**src/rtl/max1270_ch_avg_if.sv**
```systemverilog
// Averaged-sample output stream of the MAX1270 channel averager.
// The master side produces channel-tagged averages, and the slave side
// applies back-pressure through m_axis_tready.
interface max1270_ch_avg_if;
  logic [11:0] m_axis_tdata;
  logic [2:0]  m_axis_tuser;
  logic        m_axis_tvalid;
  logic        m_axis_tready;

  modport master (
    output m_axis_tdata,
    output m_axis_tuser,
    output m_axis_tvalid,
    input  m_axis_tready
  );

  modport slave (
    input  m_axis_tdata,
    input  m_axis_tuser,
    input  m_axis_tvalid,
    output m_axis_tready
  );
endinterface

```
**src/rtl/max1270_ch_avg.sv**
```systemverilog
// MAX1270 eight-channel window averager.
// The block snapshots the PHY channel registers on a programmable tick.
// It folds each snapshot into per-channel accumulators through one shared
// adder, one channel per cycle. After 2^LOG2_AVG snapshots it streams the
// eight truncated averages out with a channel tag. Averages above thr_hi
// raise sticky per-channel alarm bits.
module max1270_ch_avg #(
  parameter int SAMPLE_DIV = 2000,
  parameter int LOG2_AVG   = 4
) (
  input  logic                  clk,
  input  logic                  rst,
  input  logic                  enable,
  input  logic [11:0]           iADCh0Data,
  input  logic [11:0]           iADCh1Data,
  input  logic [11:0]           iADCh2Data,
  input  logic [11:0]           iADCh3Data,
  input  logic [11:0]           iADCh4Data,
  input  logic [11:0]           iADCh5Data,
  input  logic [11:0]           iADCh6Data,
  input  logic [11:0]           iADCh7Data,
  input  logic [11:0]           thr_hi,
  input  logic                  alarm_clr,
  max1270_ch_avg_if.master      axis,
  output logic [7:0]            alarm,
  output logic                  overrun
);

  localparam int DATA_W = 12;
  localparam int ACC_W  = DATA_W + LOG2_AVG;
  localparam int CNT_W  = $clog2(SAMPLE_DIV);
  localparam int WIN_W  = (LOG2_AVG > 0) ? LOG2_AVG : 1;

  localparam logic [CNT_W-1:0] DIV_LAST = CNT_W'(SAMPLE_DIV - 1);
  localparam logic [WIN_W-1:0] WIN_LAST = WIN_W'((1 << LOG2_AVG) - 1);

  typedef enum logic [1:0] {
    IDLE = 2'd0,
    SCAN = 2'd1,
    EMIT = 2'd2
  } state_t;

  state_t                   state;
  logic [CNT_W-1:0]         divCnt;
  logic                     tick;
  logic                     pending;
  logic [2:0]               ch;
  logic [2:0]               chNext;
  logic [WIN_W-1:0]         winCnt;
  logic [DATA_W-1:0]        chIn [8];
  logic [DATA_W-1:0]        snap [8];
  logic [ACC_W-1:0]         acc  [8];
  logic [DATA_W-1:0]        outData;
  logic [2:0]               outUser;
  logic                     outValid;

  // Window sum to average: plain right shift, the fraction is dropped.
  function automatic logic [DATA_W-1:0] avgOf(input logic [ACC_W-1:0] sum);
    logic [ACC_W-1:0] shifted;
    shifted = sum >> LOG2_AVG;
    return shifted[DATA_W-1:0];
  endfunction

  // Unsigned strict over-threshold test. Equality does not alarm.
  function automatic logic overThr(input logic [DATA_W-1:0] value,
                                   input logic [DATA_W-1:0] limit);
    return value > limit;
  endfunction

  assign chNext = ch + 3'd1;

  // Gather the eight PHY ports into one indexable bundle.
  always_comb begin
    chIn[0] = iADCh0Data;
    chIn[1] = iADCh1Data;
    chIn[2] = iADCh2Data;
    chIn[3] = iADCh3Data;
    chIn[4] = iADCh4Data;
    chIn[5] = iADCh5Data;
    chIn[6] = iADCh6Data;
    chIn[7] = iADCh7Data;
  end

  // Sample-rate divider. It produces a one-cycle registered tick after the
  // terminal count. Disabling it rewinds the count, so re-enabling always
  // gives a full period before the first tick.
  always_ff @(posedge clk) begin
    if (rst || !enable) begin
      divCnt <= '0;
      tick   <= 1'b0;
    end else begin
      tick   <= (divCnt == DIV_LAST);
      divCnt <= (divCnt == DIV_LAST) ? '0 : divCnt + 1'b1;
    end
  end

  // Snapshot capture. All eight channels are frozen on the same edge in
  // which IDLE accepts a tick, so SCAN/EMIT never see later input changes.
  always_ff @(posedge clk) begin
    if (state == IDLE && (tick || pending)) begin
      snap <= chIn;
    end
  end

  // Control FSM: tick bookkeeping, shared-adder scan, output stream, alarms.
  always_ff @(posedge clk) begin
    if (rst) begin
      state    <= IDLE;
      pending  <= 1'b0;
      ch       <= '0;
      winCnt   <= '0;
      outValid <= 1'b0;
      outData  <= '0;
      outUser  <= '0;
      alarm    <= '0;
      overrun  <= 1'b0;
      for (int i = 0; i < 8; i++) begin
        acc[i] <= '0;
      end
    end else begin
      // The clear is applied first, so a set later in this cycle overrides it.
      if (alarm_clr) begin
        alarm   <= '0;
        overrun <= 1'b0;
      end

      // A busy engine can hold one tick in reserve. Any further tick is lost.
      if (state != IDLE && tick) begin
        if (pending) begin
          overrun <= 1'b1;
        end else begin
          pending <= 1'b1;
        end
      end

      case (state)
        IDLE: begin
          if (tick || pending) begin
            // Consuming a held tick while a fresh one arrives keeps the
            // fresh one in reserve.
            pending <= tick && pending;
            ch      <= '0;
            state   <= SCAN;
          end
        end

        SCAN: begin
          acc[ch] <= acc[ch] + ACC_W'(snap[ch]);
          ch      <= chNext;
          if (ch == 3'd7) begin
            if (winCnt == WIN_LAST) begin
              // acc[0] is already final here. Only acc[7] updates this edge.
              winCnt   <= '0;
              state    <= EMIT;
              outValid <= 1'b1;
              outData  <= avgOf(acc[0]);
              outUser  <= 3'd0;
            end else begin
              winCnt <= winCnt + 1'b1;
              state  <= IDLE;
            end
          end
        end

        EMIT: begin
          if (outValid && axis.m_axis_tready) begin
            acc[ch] <= '0;
            if (overThr(outData, thr_hi)) begin
              alarm[outUser] <= 1'b1;
            end
            ch <= chNext;
            if (ch == 3'd7) begin
              outValid <= 1'b0;
              state    <= IDLE;
            end else begin
              outUser <= chNext;
              outData <= avgOf(acc[chNext]);
            end
          end
        end

        default: state <= IDLE;
      endcase
    end
  end

  assign axis.m_axis_tdata  = outData;
  assign axis.m_axis_tuser  = outUser;
  assign axis.m_axis_tvalid = outValid;

endmodule

```
**src/flat_wrapper.sv**
```systemverilog
// flat-port wrapper written by rule: the top's interface ports become plain ports
module max1270_ch_avg_flat 
#(
  parameter int SAMPLE_DIV = 2000,
  parameter int LOG2_AVG   = 4
)
  (clk, rst, enable, iADCh0Data, iADCh1Data, iADCh2Data, iADCh3Data, iADCh4Data, iADCh5Data, iADCh6Data, iADCh7Data, thr_hi, alarm_clr, alarm, overrun, axis_m_axis_tdata, axis_m_axis_tuser, axis_m_axis_tvalid, axis_m_axis_tready);
  max1270_ch_avg_if axis_i ();
  input  logic clk;
  input  logic rst;
  input  logic enable;
  input  logic [11:0] iADCh0Data;
  input  logic [11:0] iADCh1Data;
  input  logic [11:0] iADCh2Data;
  input  logic [11:0] iADCh3Data;
  input  logic [11:0] iADCh4Data;
  input  logic [11:0] iADCh5Data;
  input  logic [11:0] iADCh6Data;
  input  logic [11:0] iADCh7Data;
  input  logic [11:0] thr_hi;
  input  logic alarm_clr;
  output logic [7:0] alarm;
  output logic overrun;
  output wire logic [$bits(axis_i.m_axis_tdata)-1:0] axis_m_axis_tdata;
  output wire logic [$bits(axis_i.m_axis_tuser)-1:0] axis_m_axis_tuser;
  output wire logic [$bits(axis_i.m_axis_tvalid)-1:0] axis_m_axis_tvalid;
  input wire logic [$bits(axis_i.m_axis_tready)-1:0] axis_m_axis_tready;
  assign axis_m_axis_tdata = axis_i.m_axis_tdata;
  assign axis_m_axis_tuser = axis_i.m_axis_tuser;
  assign axis_m_axis_tvalid = axis_i.m_axis_tvalid;
  assign axis_i.m_axis_tready = axis_m_axis_tready;
  max1270_ch_avg #(.SAMPLE_DIV(SAMPLE_DIV), .LOG2_AVG(LOG2_AVG)) u_core (.clk(clk), .rst(rst), .enable(enable), .iADCh0Data(iADCh0Data), .iADCh1Data(iADCh1Data), .iADCh2Data(iADCh2Data), .iADCh3Data(iADCh3Data), .iADCh4Data(iADCh4Data), .iADCh5Data(iADCh5Data), .iADCh6Data(iADCh6Data), .iADCh7Data(iADCh7Data), .thr_hi(thr_hi), .alarm_clr(alarm_clr), .axis(axis_i), .alarm(alarm), .overrun(overrun));
endmodule
```
**config.mk**
```make
export PLATFORM = sky130hd
export DESIGN_NAME = max1270_ch_avg_flat
export DESIGN_NICKNAME = d
export VERILOG_FILES = /design/src/rtl/max1270_ch_avg_if.sv /design/src/rtl/max1270_ch_avg.sv /design/src/flat_wrapper.sv
export SDC_FILE = /design/constraint.sdc
export NUM_CORES = 1
export LEC_CHECK = 0
export ABC_AREA = 1
export CAP_MARGIN = 20
export CELL_PAD_IN_SITES_DETAIL_PLACEMENT = 1
export CELL_PAD_IN_SITES_GLOBAL_PLACEMENT = 1
export CORE_ASPECT_RATIO = 0.7
export CORE_UTILIZATION = 40
export DETAILED_ROUTE_END_ITERATION = 16
export PLACE_DENSITY = 0.73
export REMOVE_ABC_BUFFERS = 1
export SLEW_MARGIN = 40
export SYNTH_ARGS = -nofsm -noshare
export SYNTH_HDL_FRONTEND = slang
export SYNTH_SLANG_ARGS = --single-unit
```
**constraint.sdc**
```tcl
create_clock -name clk -period 8.8 [get_ports clk]
set_clock_uncertainty 0.05 [all_clocks]
set_input_delay 1.32 -clock clk [delete_from_list [all_inputs] [get_ports clk]]
set_output_delay 1.32 -clock clk [all_outputs]
set_load 0.02 [all_outputs]
```
==> results.ini <==
[status]
status = finished, final reports clean

[sta]
rsz0062_at_grt = no
max_slew_margin = 0.471
worstMarginPinSlew_ns = 0.792
finalSetupViolCount = 0
final_hold_viol_count = 0
finalCritPeriodShare = 0.471
fin_tns_setup_ns = 0
min_period_ns = 4.14
max_freq_mhz = 241
slew_viol_final = 0

[cts]
post-cts-setup-buffer-count = 0
hold_buffers = 0
clk_root_buffer_cell = clkbuf_16
clock_sinks = 274
cts_tree = built
insertion_delay_ns = 0.56
cts_buffer_depth = 3
clk_pin_slew_ns = 0.07
htree_levels = 1
cts_buffers = 28
cts_resized = 0

[drt]
wl_mm = 40.8
vias = 10600
ant_nets = 0
drt_iter0_drc = 974
remaining_drc_errors = 0
viasPerCell = 5.57
first_pass_iters = 5
wire_per_inst_um = 21.4

[floorplan]
fp.dieH_um = 153
start_util = 0.412
die_area_sq_mm = 0.0332
rows = 54
core_sq_mm = 0.0316
ios = 138
die_w_um = 217

[final_layout]
syn_to_final_growth_pct = 20.3
nFillCells = 3547
stdcell_area_sq_mm = 0.0156
postLayoutCoreUtil = 0.495
layout.nets = 1605
final_layout_size_suffix_gt1_frac = 0.0661

[synthesis]
synth_top_cell_area_share = 0.518
synth_cell_types = 45
async_flop_share = 0
yosys_warnings = 0
synth_cells = 1348
ys_seq_area_frac = 0.595
ys_top_cells_by_count = edfxtp_1 (224), nor2_1 (224), nand2_1 (166), o21ai_0 (163), inv_1 (124)
synth-seq-cells = 274
yosys.area.top_type = edfxtp_1
synth_edf_count = 224
synth_area_sq_mm = 0.0130
avgSynthCellArea_sq_um = 9.63
synth_ff_type = edfxtp_1
ys_top_cells_by_area = edfxtp_1 (52%), dfxtp_1 (7.7%), nor2_1 (6.5%)

[setup_path]
path_max_fanout = 53
crit_path_end_kind = flip-flop
crit_arrival_ns = 4.37
criticalPathCategory = flip-flop to flip-flop
crit_required_ns = 9.03
cp-start-kind = flip-flop

[place]
port_buffers = 137
dp_hpwl_mm = 27.6
placed_area_sq_mm = 0.0147
place.gp.congestion = 0.816

[power]
pwr-share-comb = 0.099
leakagePower_nw = 5.81
power_density_mw_per_mm2 = 188
p_switching_mw = 0.734
seqPwrFrac = 0.495
p_total_mw = 2.94
p_int_mw = 2.21
switching_share = 0.249
p_clk_frac = 0.407
vdd_ir_drop_max_uv = 129

[global_route]
grt_max_degree = 62
grt_usage = 0.247
grt_pass1_wl_mm = 63.1
grt_pass1_vias = 10900
grt_overflow = 0
antenna_found_initial = 1

[flow_run]
max_cap_viol_count = 0

[hold_path]
hp-class = flip-flop to flip-flop

[critical path: stages, from the launching register on]
cell     delay [ns]
dfxtp_2        0.70
buf_4          0.59
o21ai_0        0.15
o21ai_0        0.22
nor2_1         0.06
a31oi_1        0.48
ha_1           0.41
nand2_1        0.14
inv_1          0.07
a21oi_1        0.14
o21ai_0        0.17
o21ai_1        0.57
nor2_1         0.12
[through the flow]
| stage | hold slack, ns | setup slack [ns] | instances |
|---|---|---|---|
| global route | 0.428 | 4.48 | 1902 |
| detailed placement | 0.394 | 4.62 | 1850 |
| CTS | 0.404 | 4.71 | 1902 |
| floorplan | 0.368 | 3.54 | 1280 |
| global placement | 0.381 | 4.61 | 1850 |
| finish | 0.403 | 4.66 | 1903 |
[final timing paths]
| path | start | to | slack (ns) | cells after the start |
|---|---|---|---|---|
| min | u_core.divCnt[0] | u_core.divCnt[0] | 0.40 | 1 |
| max reg2reg | flip-flop | u_core.acc[0][9] | 4.66 | 12 |
| max | flip-flop | u_core.acc[0][9] | 4.66 | 12 |
| min reg2reg | u_core.divCnt[0] | u_core.divCnt[0] | 0.40 | 1 |
[power groups by stage]
stage          combinational, mW  sequential, mW  clock (mW)
2_1_floorplan              0.140            1.48           0
3_3_place_gp               0.279            1.48           0
3_5_place_dp               0.289            1.48           0
4_1_cts                    0.290            1.45        1.21
5_1_grt                    0.321            1.46        1.26
6_report                   0.291            1.45        1.20
[flip-flops by register name, indices dropped and copies added, names as in the netlist, named ones only]
| name | cells |
|---|---|
| u_core.divCnt | 11 |
| u_core.axis.m_axis_tuser | 3 |
| u_core.winCnt | 4 |
| u_core.pending | 1 |
| u_core.state | 2 |
| u_core.axis.m_axis_tvalid | 1 |
| u_core.tick | 1 |
| u_core.snap | 96 |
| u_core.acc | 128 |
| u_core.axis.m_axis_tdata | 12 |
| u_core.ch | 3 |
| u_core.overrun | 1 |
| u_core.alarm | 8 |
[layout make-up]
| type | instances | area, sq um | area share |
|---|---|---|---|
| Sequential cell | 274 | 7730 | 0.495 |
| Antenna cell | 1 | 2.50 | 0.000160 |
| Clock inverter | 22 | 178 | 0.0114 |
| Clock buffer | 30 | 729 | 0.0467 |
| Inverter | 131 | 492 | 0.0315 |
| Tap cell | 420 | 526 | 0.0337 |
| Multi-Input combinational cell | 875 | 4490 | 0.288 |
| Timing Repair Buffer | 150 | 1470 | 0.0941 |
[per-layer routing]
layer / track usage / vias to the layer above / part of all wire
li1: - / 4929 / -
met1: 0.349 / 5191 / 0.46
met2: 0.386 / 425 / 0.44
met3: 0.0553 / 60 / 0.082
met4: 0.0526 / 0 / 0.019
met5: 0 / - / 0
[cells in the final DEF (no fill, tap or decap), types with 3 or more instances in the layout]
| cell | instances |
|---|---|
| nor2_1 | 223 |
| a31oi_1 | 26 |
| clkinv_2 | 9 |
| clkbuf_16 | 29 |
| inv_1 | 124 |
| a221oi_1 | 10 |
| a22oi_1 | 25 |
| o22ai_1 | 4 |
| inv_2 | 7 |
| a21oi_1 | 99 |
| nand3_1 | 39 |
| nand4_1 | 21 |
| ha_1 | 30 |
| nand2_2 | 16 |
| clkinv_1 | 3 |
| nand2_1 | 159 |
| clkinvlp_4 | 3 |
| dfxtp_1 | 49 |
| nand3_2 | 3 |
| inv_6 | 3 |
| xnor2_1 | 4 |
| o21ai_0 | 163 |
| nor3_1 | 5 |
| edfxtp_1 | 224 |
| a22o_1 | 8 |
| buf_4 | 13 |
| a211oi_1 | 3 |
| o21ai_1 | 6 |
| clkdlybuf4s50_1 | 137 |
[kinds of logic (layout without fill, tap and decap cells)]
family                     count (synthesis)  in the layout  share of synthesized area
other                                      0              1                          0
and+or+nand+nor                          479            479                      0.152
AOI/OAI and AO/OA                        358            358                      0.155
buffers and inverters                    199            333                     0.0619
adders and majority gates                 32             32                     0.0314
xor gates and xnor gates                   6              6                    0.00405
DFF                                      274            274                      0.595
Power figures use the tool's default switching activity.
